**src/rtl/x_uart_tx_fifo.sv**
```systemverilog
// ---------------------------------------------------------------------------
// x_uart_tx_fifo
//   Buffered UART transmitter. Bytes offered on a valid/accept handshake are
//   queued in a small circular FIFO and serialised onto o_tx, LSB first.
//   Frames are sent back-to-back with no idle gap while data remains, so a
//   command driver can burst response bytes without stalling on each byte.
//
// Parameters
//   p_clk_hz  core clock frequency in Hz
//   p_baud    line baud rate; bit time DIV = p_clk_hz / p_baud (truncated)
//   p_depth   FIFO entries, power of two, >= 2
//
// Ports
//   i_clk     core clock, rising edge
//   i_rst_n   synchronous active-low reset
//   i_valid   byte offered on i_data
//   i_data    byte to transmit
//   o_accept  FIFO can take a byte this cycle (combinational)
//   o_tx      serial line, idle high, driven from a flop
//   o_busy    a frame is on the line or the FIFO holds data
//   o_level   FIFO occupancy, 0..p_depth
//
// Build option
//   X_UART_TX_PARITY_EN  when defined, an even-parity bit is sent between
//                        the data bits and the stop bit (8E1 framing).
// ---------------------------------------------------------------------------
module x_uart_tx_fifo #(
  parameter int p_clk_hz = 50000000,
  parameter int p_baud   = 115200,
  parameter int p_depth  = 4
) (
  input  logic                       i_clk,
  input  logic                       i_rst_n,
  input  logic                       i_valid,
  input  logic [7:0]                 i_data,
  output logic                       o_accept,
  output logic                       o_tx,
  output logic                       o_busy,
  output logic [$clog2(p_depth):0]   o_level
);

  localparam int DIV = p_clk_hz / p_baud;
  localparam int AW  = $clog2(p_depth);
  localparam int CW  = (DIV > 1) ? $clog2(DIV) : 1;
  localparam logic [CW-1:0] BAUD_LAST = CW'(DIV - 1);

`ifdef X_UART_TX_PARITY_EN
  typedef enum logic [2:0] {IDLE, START, DATA, PARITY, STOP} state_t;
`else
  typedef enum logic [1:0] {IDLE, START, DATA, STOP} state_t;
`endif

  logic [7:0]    mem_q [p_depth];
  logic [AW:0]   wrPtr_q;
  logic [AW:0]   rdPtr_q;
  logic [AW:0]   level;
  logic          fifoFull;
  logic          fifoEmpty;
  logic          push;
  logic          pop;
  logic [7:0]    headByte;

  state_t        state_q, state_d;
  logic [CW-1:0] baud_q, baud_d;
  logic [2:0]    bit_q, bit_d;
  logic [7:0]    shift_q, shift_d;
  logic          tx_q, tx_d;
  logic          baudEnd;

  // Pointers carry one extra wrap bit: equal means empty, equal index with
  // differing wrap bit means full.
  assign level     = wrPtr_q - rdPtr_q;
  assign fifoEmpty = (wrPtr_q == rdPtr_q);
  assign fifoFull  = (wrPtr_q[AW] != rdPtr_q[AW]) &&
                     (wrPtr_q[AW-1:0] == rdPtr_q[AW-1:0]);
  assign headByte  = mem_q[rdPtr_q[AW-1:0]];

  // Full is judged on the registered pointers, so a pop on the same edge
  // cannot open a slot for a push in that cycle.
  assign o_accept = i_rst_n & ~fifoFull;
  assign push     = i_valid & o_accept;

  assign o_level = level;
  assign o_busy  = (state_q != IDLE) | (level != '0);
  assign o_tx    = tx_q;

  // FIFO storage holds no control state, so it needs no reset.
  always_ff @(posedge i_clk) begin
    if (push) begin
      mem_q[wrPtr_q[AW-1:0]] <= i_data;
    end
  end

  // Write and read pointers; push and pop on one edge leave level unchanged.
  always_ff @(posedge i_clk) begin
    if (!i_rst_n) begin
      wrPtr_q <= '0;
      rdPtr_q <= '0;
    end else begin
      if (push) wrPtr_q <= wrPtr_q + 1'b1;
      if (pop)  rdPtr_q <= rdPtr_q + 1'b1;
    end
  end

  assign baudEnd = (baud_q == BAUD_LAST);

  // Frame sequencer. The baud counter restarts at zero on each state entry
  // and on each data bit. The last stop cycle pops straight into the next
  // start so consecutive frames have no idle gap.
  always_comb begin
    state_d = state_q;
    baud_d  = baud_q;
    bit_d   = bit_q;
    shift_d = shift_q;
    pop     = 1'b0;
    case (state_q)
      IDLE: begin
        if (!fifoEmpty) begin
          pop     = 1'b1;
          shift_d = headByte;
          baud_d  = '0;
          state_d = START;
        end
      end
      START: begin
        if (baudEnd) begin
          baud_d  = '0;
          state_d = DATA;
        end else begin
          baud_d = baud_q + 1'b1;
        end
      end
      DATA: begin
        if (baudEnd) begin
          baud_d = '0;
          bit_d  = bit_q + 3'd1;
          if (bit_q == 3'd7) begin
`ifdef X_UART_TX_PARITY_EN
            state_d = PARITY;
`else
            state_d = STOP;
`endif
          end
        end else begin
          baud_d = baud_q + 1'b1;
        end
      end
`ifdef X_UART_TX_PARITY_EN
      PARITY: begin
        if (baudEnd) begin
          baud_d  = '0;
          state_d = STOP;
        end else begin
          baud_d = baud_q + 1'b1;
        end
      end
`endif
      STOP: begin
        if (baudEnd) begin
          baud_d = '0;
          if (!fifoEmpty) begin
            pop     = 1'b1;
            shift_d = headByte;
            state_d = START;
          end else begin
            state_d = IDLE;
          end
        end else begin
          baud_d = baud_q + 1'b1;
        end
      end
      default: begin
        baud_d  = '0;
        state_d = IDLE;
      end
    endcase
  end

  // Line level is derived from the next state so o_tx changes on the very
  // edge that enters each bit period.
  always_comb begin
    tx_d = 1'b1;
    case (state_d)
      START:  tx_d = 1'b0;
      DATA:   tx_d = shift_d[bit_d];
`ifdef X_UART_TX_PARITY_EN
      PARITY: tx_d = ^shift_d;
`endif
      default: tx_d = 1'b1;
    endcase
  end

  // Sequencer registers; reset aborts any frame and idles the line.
  always_ff @(posedge i_clk) begin
    if (!i_rst_n) begin
      state_q <= IDLE;
      baud_q  <= '0;
      bit_q   <= '0;
      shift_q <= '0;
      tx_q    <= 1'b1;
    end else begin
      state_q <= state_d;
      baud_q  <= baud_d;
      bit_q   <= bit_d;
      shift_q <= shift_d;
      tx_q    <= tx_d;
    end
  end

endmodule
```
**config.mk**
```make
export PLATFORM = sky130hd
export DESIGN_NAME = x_uart_tx_fifo
export DESIGN_NICKNAME = d
export VERILOG_FILES = /design/src/rtl/x_uart_tx_fifo.sv
export SDC_FILE = /design/constraint.sdc
export NUM_CORES = 1
export LEC_CHECK = 0
export CORE_MARGIN = 5
export CORE_UTILIZATION = 40
export CTS_CLUSTER_SIZE = 40
export DETAILED_ROUTE_END_ITERATION = 7
export GPL_TIMING_DRIVEN = 0
export MAX_ROUTING_LAYER = met4
export PLACE_DENSITY = 0.66
export SETUP_SLACK_MARGIN = 0.4
export SYNTH_ARGS = -nofsm -noshare
export SYNTH_HDL_FRONTEND = slang
export SYNTH_SLANG_ARGS = --single-unit
```
**constraint.sdc**
```tcl
create_clock -name i_clk -period 3.6 [get_ports i_clk]
set_clock_uncertainty 0.1 [all_clocks]
set_input_delay 0.9 -clock i_clk [delete_from_list [all_inputs] [get_ports i_clk]]
set_output_delay 0.9 -clock i_clk [all_outputs]
set_load 0.005 [all_outputs]
```
==> run summary <==
CP required -> 2.60 ns
Clk Latency, worst-skew pair -> 0.33 ns
Synth top cells by count -> 32 x edfxtp_1, 31 x dfxtp_1, 19 x nor2_1, 16 x ha_1, 15 x nand2_1
Final std cells w/o fill -> 361
Status -> finished clean
WL met2 -> 2560 um
Max-Cap Viols -> 0
Combinational group share of total power -> 29.4%
Design Power -> 2.18 mW
Period utilisation layout -> 85.7%
Fin Setup TNS -> 0 ns
Port bufs -> 15
H-tree levels -> 3
YS warnings -> 0
Initial DRC Count -> 63
Slew Limit Headroom -> 52.2%
Clock network power share -> 30.8%
Worst hold path class -> reg2reg
Initial Utilization -> 40.5%
Setup crit end kind -> output pin
WL met3 -> 108 um
Seq/Total Area, Yosys -> 54.7%
Post-CTS setup buffer count -> 0
Ys async rst share -> 0%
Post-synthesis simple-gate area fraction -> 13.2%
CTS tree -> yes
Layout fillers -> 666
Actual slew at the worst max-slew pin -> 0.717 ns
Pre-CTS setup slack -> 0.264 ns
Synth Area in Adders -> 7.62%
Sw Share -> 30.0%
Antenna Cells -> 0
Fin Hold WS -> 0.369 ns
Yosys reg bits -> 63
Die area -> 9030 um2
CTS Buf Count -> 9
WS Path Type -> reg2out
Post-synthesis mux area share -> 7.45%
Grt ovf -> 0
Routed Antenna Nets -> 0
Sequential share of power -> 39.7%
P&R area growth vs syn -> 17.7%
Switching pwr -> 0.655 mW
Power Internal -> 1.53 mW
Multi-input logic area -> 1240 um2
First-pass GRT wire length -> 8760 um
Post-synthesis compound-gate area fraction -> 9.31%
RSZ-0062 raised after global routing -> false
Final #Nets -> 285
Post-synth top area cell -> edfxtp_1
Largest net degree at the start of global routing -> 13
Leakage -> 1.26 nW
Final Max Slew Viols -> 0
Peak VDD IR -> 0.430 mV
Metal-1 WL -> 2420 um
Post-synth EDFFs -> 32
Vias -> 1796
DR pass1 iterations -> 4
CTS sink count -> 63
Core area -> 7140 um2
Post-synth cell types -> 46
Mean routed wirelength per cell -> 14.2 um
Height of the die -> 95.0 um
Clock Root Buffer -> clkbuf_8
Final HPWL DP -> 3580 um
Main synth FF type -> edfxtp_1
Clock Path Buffers -> 2
Placed insts -> 345
Routed WL -> 5140 um
Antenna violations before repair -> 0
Post-synthesis xor/xnor area fraction -> 4.89%
Vias/cell -> 4.98
DRC -> 0
Max Freq -> 324 MHz
RePlAce Congestion -> 0.752
Vias in the first global route -> 1834
CP max FO -> 7
Row count -> 31
Largest family of logic cells by synthesized area -> simple AND/OR/NAND/NOR gates
Most common cell in the netlist -> edfxtp_1
Final min period -> 3.09 ns
Nature of the critical path startpoint -> register
# IOs -> 17
CP startpoint -> wrPtr_q[0]
Post-synth top area share -> 33.2%
Worst-path clk slew -> 0.08 ns
Crit path arrival time -> 2.09 ns
Final setup viols -> 0
Die X -> 95.0 um
Synthesized area per cell -> 12.5 um2
Syn_nets -> 259
Ranking of synthesized cells by area -> edfxtp_1 33%, dfxtp_1 21%, ha_1 6.9%
PwrDens -> 642 nW/um2
Top Layer Used -> met4
Register area -> 1580 um2
Total track usage -> 13.2%
Final WS setup -> 0.514 ns
Fin. Hold Viols -> 0
Hold_sp -> shift_q[4]
Gate Count Post-Synth -> 231
Share of layout cells above drive strength 1 -> 14.9%
Syn Std Cell Area -> 2890 um2
==> kinds of logic after synthesis <==
kind of cell,after synthesis
AND/OR/NAND/NOR,70
flip-flops,63
AO/OA/AOI/OAI,38
buffers and inverters,18
adder cells (fa/ha/maj),17
XOR/XNOR,14
multiplexers,11
==> power by group through the flow <==
stage,clock network [mW],logic (mW),registers (mW)
floorplan,0,0.452,0.874
finish,0.674,0.643,0.868
global placement,0,0.628,0.880
detailed placement,0,0.644,0.883
CTS,0.690,0.657,0.868
global route,0.728,0.718,0.875
==> metal layers <==
metal,vias to the layer above,global-route usage [%]
li1,901,-
met5,-,-
met4,0,5.65
met1,870,15.7
met2,21,21.4
met3,4,3.11
==> worst paths after layout <==
check	endpoint	slack [ns]	cells past startpoint
max	o_accept	0.51	5
min	shift_q[4]	0.37	2
min reg2reg	shift_q[4]	0.37	2
max reg2reg	o_tx	0.74	6
==> cells in the final DEF (no fill, tap or decap), types with 3 or more instances in the layout <==
master           synthesis  routed
nand4_1                  5       5
xor2_1                   7       7
nor2_1                  19      19
a31oi_1                  4       4
dfxtp_1                 31      29
a21oi_1                  9       8
clkdlybuf4s50_1          0      14
a211oi_1                 4       4
nand2_1                 15      15
nand3_1                  6       6
and3_1                   5       5
o21ai_0                  5       5
clkbuf_8                 0       9
clkbuf_1                 3       3
a22o_1                   5       5
inv_1                   11      10
ha_1                    16      16
mux4_2                   8       8
and2_1                   7       7
xnor2_1                  6       6
edfxtp_1                32      32
==> worst max-delay path: stages, from the launching register on <==
cell             delay (ns)
dfxtp_2                0.35
inv_2                  0.06
ha_1                   0.35
and2_1                 0.20
a21oi_4                0.24
clkdlybuf4s50_1        0.55
==> layout make-up <==
| class | count | share of cell area (%) |
|---|---|---|
| Buffer | 7 | 1.18 |
| Clock buffer | 9 | 3.64 |
| Clock inverter | 7 | 2.83 |
| Inverter | 11 | 1.21 |
| Multi-Input combinational cell | 150 | 36.4 |
| Sequential cell | 63 | 46.6 |
| Tap cell | 99 | 3.64 |
| Timing Repair Buffer | 15 | 4.49 |
==> state kept, by name (all words and copies together), names as in the netlist, named ones only <==
register,count
shift_q,8
state_q,2
baud_q,9
mem_q,32
o_tx,1
bit_q,3
rdPtr_q,3
wrPtr_q,3
==> metrics by stage <==
step / util [%] / instance area [um2]
floorplan: - / 2890
global placement: 44.3 / 3160
detailed placement: 44.3 / 3160
CTS: 47.6 / 3400
global route: 47.7 / 3400
finish: 47.7 / 3400
==> timing repair <==
action / 4_1_cts / 5_1_grt
pin swaps: 1 / 1
gates resized for setup: 4 / 2
hold buffers: 0 / 0
endpoints found under the setup margin: 2 / 1
Power figures use the tool's default switching activity.
